--- config.mk ---
export PLATFORM = sky130hd
export DESIGN_NAME = lc3_mem_access_unit
export DESIGN_NICKNAME = d
export VERILOG_FILES = /design/src/rtl/lc3_pkg.sv /design/src/rtl/lc3_wait_counter.sv /design/src/rtl/lc3_mem_access_unit.sv
export SDC_FILE = /design/constraint.sdc
export NUM_CORES = 1
export LEC_CHECK = 0
export CAP_MARGIN = 20
export CORE_MARGIN = 1
export CORE_UTILIZATION = 30
export DETAILED_ROUTE_END_ITERATION = 16
export PLACE_DENSITY_LB_ADDON = 0.2
export SYNTH_ARGS = -nofsm -noshare
export SYNTH_HDL_FRONTEND = slang
export SYNTH_SLANG_ARGS = --single-unit
--- constraint.sdc ---
create_clock -name Clk -period 4.5 [get_ports Clk]
set_clock_uncertainty 0.2 [all_clocks]
set_input_delay 0.675 -clock Clk [delete_from_list [all_inputs] [get_ports Clk]]
set_output_delay 0.675 -clock Clk [all_outputs]
set_load 0.02 [all_outputs]
--- src/rtl/lc3_pkg.sv ---
// Shared LC-3 datapath types: bus word, memory sequencer states, I/O address default.
package lc3_pkg;

    localparam int unsigned WORD_W = 16;
    localparam int unsigned CNT_W  = 4;

    typedef logic [WORD_W-1:0] word16_t;

    typedef enum logic [1:0] {
        MEM_IDLE   = 2'd0,
        MEM_ACCESS = 2'd1,
        MEM_DONE   = 2'd2
    } mem_state_t;

    localparam word16_t IO_ADDR_DEFAULT = 16'hFFFF;

endpackage

--- src/rtl/lc3_wait_counter.sv ---
// Loadable down-counter with a zero flag; saturates at zero (never wraps).
// Ports:
//   Clk, Reset     clock and synchronous active-high reset
//   load, load_val load counter with load_val (takes priority over dec)
//   dec            decrement by one when nonzero
//   is_zero_c      combinational flag, counter equals zero
module lc3_wait_counter
    import lc3_pkg::*;
(
    input  logic             Clk,
    input  logic             Reset,
    input  logic             load,
    input  logic [CNT_W-1:0] load_val,
    input  logic             dec,
    output logic             is_zero_c
);

    logic [CNT_W-1:0] count;

    always_ff @(posedge Clk) begin
        if (Reset) begin
            count <= '0;
        end else if (load) begin
            count <= load_val;
        end else if (dec && (count != '0)) begin
            count <= count - CNT_W'(1);
        end
    end

    assign is_zero_c = (count == '0);

endmodule

--- src/rtl/lc3_mem_access_unit.sv ---
// LC-3 MAR/MDR pair and SRAM/I/O handshake sequencer.
// Ports:
//   Clk, Reset                 clock, synchronous active-high reset
//   bus_in, LD_MAR, LD_MDR     datapath bus and register load strobes
//   mem_start, mem_we          transaction request pulse and direction
//   Switches, mem_rdata        I/O read source and SRAM read data
//   MAR_out, MDR_out           current MAR / MDR
//   mem_ready, busy            completion pulse and in-flight flag
//   mem_addr, mem_wdata        registered SRAM address / write data
//   mem_ce, mem_wr             SRAM chip enable / write strobe
//   hex_disp                   I/O display register
module lc3_mem_access_unit
    import lc3_pkg::*;
#(
    parameter int unsigned WAIT_CYCLES = 2,
    parameter word16_t     IO_ADDR     = IO_ADDR_DEFAULT
) (
    input  logic    Clk,
    input  logic    Reset,
    input  word16_t bus_in,
    input  logic    LD_MAR,
    input  logic    LD_MDR,
    input  logic    mem_start,
    input  logic    mem_we,
    input  word16_t Switches,
    input  word16_t mem_rdata,
    output word16_t MAR_out,
    output word16_t MDR_out,
    output logic    mem_ready,
    output logic    busy,
    output word16_t mem_addr,
    output word16_t mem_wdata,
    output logic    mem_ce,
    output logic    mem_wr,
    output word16_t hex_disp
);

    localparam logic [CNT_W-1:0] CNT_INIT = CNT_W'(WAIT_CYCLES - 1);

    mem_state_t state, state_nxt;
    word16_t    mar, mdr;
    logic       txn_we;

    logic       cnt_load, cnt_dec, cnt_zero_c;
    logic       start_sram, start_io;
    word16_t    start_addr, wr_data;

    lc3_wait_counter u_wait (
        .Clk       (Clk),
        .Reset     (Reset),
        .load      (cnt_load),
        .load_val  (CNT_INIT),
        .dec       (cnt_dec),
        .is_zero_c (cnt_zero_c)
    );

    // Next state and transaction-start decode
    always_comb begin
        state_nxt  = state;
        cnt_load   = 1'b0;
        cnt_dec    = 1'b0;
        start_sram = 1'b0;
        start_io   = 1'b0;
        // Same-cycle LD_MAR / LD_MDR values are forwarded into a new transaction
        start_addr = LD_MAR ? bus_in : mar;
        wr_data    = LD_MDR ? bus_in : mdr;
        case (state)
            MEM_IDLE: begin
                if (mem_start) begin
                    if (start_addr == IO_ADDR) begin
                        start_io  = 1'b1;
                        state_nxt = MEM_DONE;
                    end else begin
                        start_sram = 1'b1;
                        cnt_load   = 1'b1;
                        state_nxt  = MEM_ACCESS;
                    end
                end
            end
            MEM_ACCESS: begin
                if (cnt_zero_c) begin
                    state_nxt = MEM_DONE;
                end else begin
                    cnt_dec = 1'b1;
                end
            end
            MEM_DONE: state_nxt = MEM_IDLE;
            default:  state_nxt = MEM_IDLE;
        endcase
    end

    // State, MAR/MDR and SRAM/I/O output registers
    always_ff @(posedge Clk) begin
        if (Reset) begin
            state     <= MEM_IDLE;
            mar       <= '0;
            mdr       <= '0;
            txn_we    <= 1'b0;
            mem_ready <= 1'b0;
            busy      <= 1'b0;
            mem_addr  <= '0;
            mem_wdata <= '0;
            mem_ce    <= 1'b0;
            mem_wr    <= 1'b0;
            hex_disp  <= '0;
        end else begin
            state     <= state_nxt;
            busy      <= (state_nxt != MEM_IDLE);
            mem_ready <= (state_nxt == MEM_DONE);

            if (LD_MAR) begin
                mar <= bus_in;
            end

            case (state)
                MEM_IDLE: begin
                    if (start_sram) begin
                        mem_addr  <= start_addr;
                        mem_wdata <= mem_we ? wr_data : mdr;
                        mem_ce    <= 1'b1;
                        mem_wr    <= mem_we;
                        txn_we    <= mem_we;
                        if (mem_we && LD_MDR) begin
                            mdr <= bus_in;
                        end
                    end else if (start_io) begin
                        if (mem_we) begin
                            hex_disp <= wr_data;
                            if (LD_MDR) begin
                                mdr <= bus_in;
                            end
                        end else begin
                            mdr <= Switches;
                        end
                    end else if (LD_MDR) begin
                        mdr <= bus_in;
                    end
                end
                MEM_ACCESS: begin
                    // Last wait cycle: capture read data and release the SRAM
                    if (cnt_zero_c) begin
                        mem_ce <= 1'b0;
                        mem_wr <= 1'b0;
                        if (!txn_we) begin
                            mdr <= mem_rdata;
                        end
                    end
                end
                default: ;
            endcase
        end
    end

    assign MAR_out = mar;
    assign MDR_out = mdr;

endmodule
==> results_dict.tcl <==
set metrics [dict create \
    r2r-start "state[0]$_SDFF_PP0_" \
    drive_above_1_share_pct 9.27 \
    start_util_pct 30.9 \
    htreeDepth 3 \
    synth_cells 511 \
    power.density_nw_per_um2 369 \
    port_buffers 137 \
    min_period_ps 3680 \
    maxSlewViolCount 0 \
    reg2reg_slack_ps 1300 \
    cp.arrival_ps 3780 \
    avgSynthCellArea_um2 8.83 \
    finalCritPeriodShare_pct 81.8 \
    gr-usage-all-layers_pct 20.5 \
    critPathMaxStageDelay_ps 790 \
    worstMarginPinSlew_ps 852 \
    synth_top_area_share_pct 40.4 \
    cts_resized 0 \
    nets 676 \
    clk_pin_slew_worst_paths_ps 70 \
    num_rows 44 \
    status "completed" \
    path_cells "clkdlybuf4s50_1, nor2b_2, nand4_1, a22oi_4, a21boi_4, buf_4, nor2_4, o22a_1" \
    first_pass_iters 5 \
    hold_viol 0 \
    ys.flop_type "dfxtp_1" \
    ctsHoldBuffers 0 \
    placed_cell_area_um2 5950 \
    die_w_um 125 \
    critical-path-slowest-cell "clkdlybuf4s50_1" \
    worstSetupStartpoint "LD_MAR" \
    ant_nets 0 \
    grt_pass1_vias 4280 \
    synth_edf_count 0 \
    timing.slew.headroom_pct 42.9 \
    core_area_um2 14600 \
    antenna_found_initial 0 \
    grt_overflow_total 0 \
    clkLatencyLatePin_ps 360 \
    cts_tree "done" \
    io-pin-count 138 \
    post-cts-setup-buffers 0 \
    crit_type "in -> reg" \
    vdd_drop_max_v 0.000226 \
    synth_warnings 0 \
    required_ps 4600 \
    yosys-top-cells-area "dfxtp_1 40%, mux2i_1 6.7%, nand2_1 4.6%" \
    async_reset_ff_share_pct 0 \
    die_h_um 125 \
    setup_violations 0 \
    rsz0062_at_grt "no" \
    drt-total-wl_um 15800 \
    grt_pass1_wl_um 24900 \
    cts_sinks 91 \
    grt_start_max_net_pins 52 \
    dieArea_um2 15500 \
    place.gp.congestion 0.797 \
    postLayoutCellArea_um2 6250 \
    fin_setup_tns_ps 0 \
    fillCellCount 1444 \
    synth-seq-cells 91 \
    dp_hpwl_um 11400 \
    drv_cap 0 \
    post_drt_wl_per_cell_um 19.5 \
    cts_buffer_depth 2 \
    synth_top_area_cell "dfxtp_1" \
    syn_area_um2 4510 \
    cts_inserted_buffers 9 \
    min_path_type "reg -> reg" \
    critical_path_peak_fanout 35 \
    syn-num-nets 566 \
    endpoint_kind "flop" \
    p_leak_uw 0.00229 \
    fmax_mhz 272 \
    ys_seq_area_share_pct 40.4 \
    synth_cell_types 47 \
    vias 4421 \
    syn2layout_area_growth_pct 38.5 \
    n_antenna_cell 0 \
    drt_iter0_markers 388 \
    drc_errors 0 \
    cts_root_buf "clkbuf_16" \
    via_per_inst 5.46 \
    hp-start "txn_we$_SDFFE_PP0P_" \
    start_kind "input port" \
]
-- flip-flops by register name, summed over array words and instances (netlist names) --
register,flops
mem_wr,1
MDR_out,16
u_wait.count,4
MAR_out,16
mem_wdata,16
busy,1
state,2
mem_addr,16
txn_we,1
mem_ce,1
hex_disp,16
mem_ready,1
-- cell usage after synthesis, drive strengths merged, types with 2 or more instances --
cell and count:
a21oi 26, o311a 15, nand4 6, nor3 5, o22a 16, a211oi 34
o21ai 48, nand3 20, clkbuf 29, dfxtp 91, nand2b 2, nand4b 2
nor2 56, nor3b 2, and3 2, mux2i 30, nor2b 3, a221o 15
buf 21, a311oi 17, nand2 56, inv 2
-- cell usage in the layout (no fill, tap or decap), types with 2 or more instances in the layout --
| cell type | count |
|---|---|
| o21ai_1 | 14 |
| a211oi_2 | 13 |
| nand4_1 | 6 |
| nand4b_1 | 2 |
| a21oi_1 | 25 |
| buf_4 | 11 |
| nor2b_2 | 2 |
| a211oi_1 | 21 |
| inv_1 | 2 |
| nand2_1 | 55 |
| nor3b_2 | 2 |
| nand3_1 | 19 |
| clkbuf_16 | 9 |
| and3_1 | 2 |
| nor3_1 | 4 |
| inv_6 | 4 |
| nor2_1 | 54 |
| clkinvlp_4 | 2 |
| o21ai_0 | 34 |
| mux2i_1 | 30 |
| o22a_1 | 16 |
| dfxtp_1 | 91 |
| clkdlybuf4s50_1 | 135 |
| nand2b_1 | 2 |
| a221o_1 | 15 |
| o311a_1 | 15 |
| buf_2 | 2 |
| a311oi_1 | 17 |
-- power by group --
group          internal, uW  leakage, uW  total, uW  switching (uW)
registers               874     0.000749        950            75.7
logic                   282      0.00140        617             335
clock network           384     0.000133        741             357
total                  1540      0.00229       2310             768
-- kinds of logic after synthesis --
kind of cell / share of synthesized area [%]
AND/OR/NAND/NOR: 16.2
multiplexers: 6.90
adder cells (fa/ha/maj): 0.277
buffers and inverters: 5.90
XOR/XNOR: 0.194
flip-flops: 40.4
AO/OA/AOI/OAI: 30.2
-- critical path, delay by kind of cell --
family          cells  cell delay [ps]
compound gates      3             1100
buf+inv             2             1140
simple gates        3              830
-- area by class of cell --
class | count | area [um2] | share of cell area (%)
sequential | 91 | 1820 | 29.1
clock buffer | 9 | 225 | 3.60
clock inverter | 7 | 58.8 | 0.940
timing repair buffer | 149 | 1460 | 23.3
inverter | 2 | 7.51 | 0.120
multi-input combinational | 368 | 2450 | 39.2
tap | 184 | 230 | 3.68
-- worst paths after layout --
check                              end  cells past startpoint
min                txn_we$_SDFFE_PP0P_                      2
max          mem_addr[12]$_SDFFE_PP0P_                      8
max reg2reg  mem_addr[12]$_SDFFE_PP0P_                      5
min reg2reg        txn_we$_SDFFE_PP0P_                      2
-- metal layers --
layer	wire (um)	GRT usage, %
met2	6620	29.1
met5	0	0
met3	1400	6.92
met1	7600	29.4
met4	220	4.96
-- per-stage QoR --
stage / instances / setup WS [ps] / total power, uW / util (%) / hold WS, ps
floorplan: 511 / 2120 / 1300 / - / 231
global placement: 792 / 667 / 1570 / 40.8 / 240
detailed placement: 793 / 530 / 1570 / 40.8 / 246
CTS: 809 / 873 / 2310 / 42.8 / 264
global route: 810 / 623 / 2410 / 42.9 / 301
finish: 810 / 817 / 2310 / 42.9 / 266
No activity file was read; power rests on OpenSTA's default activity.
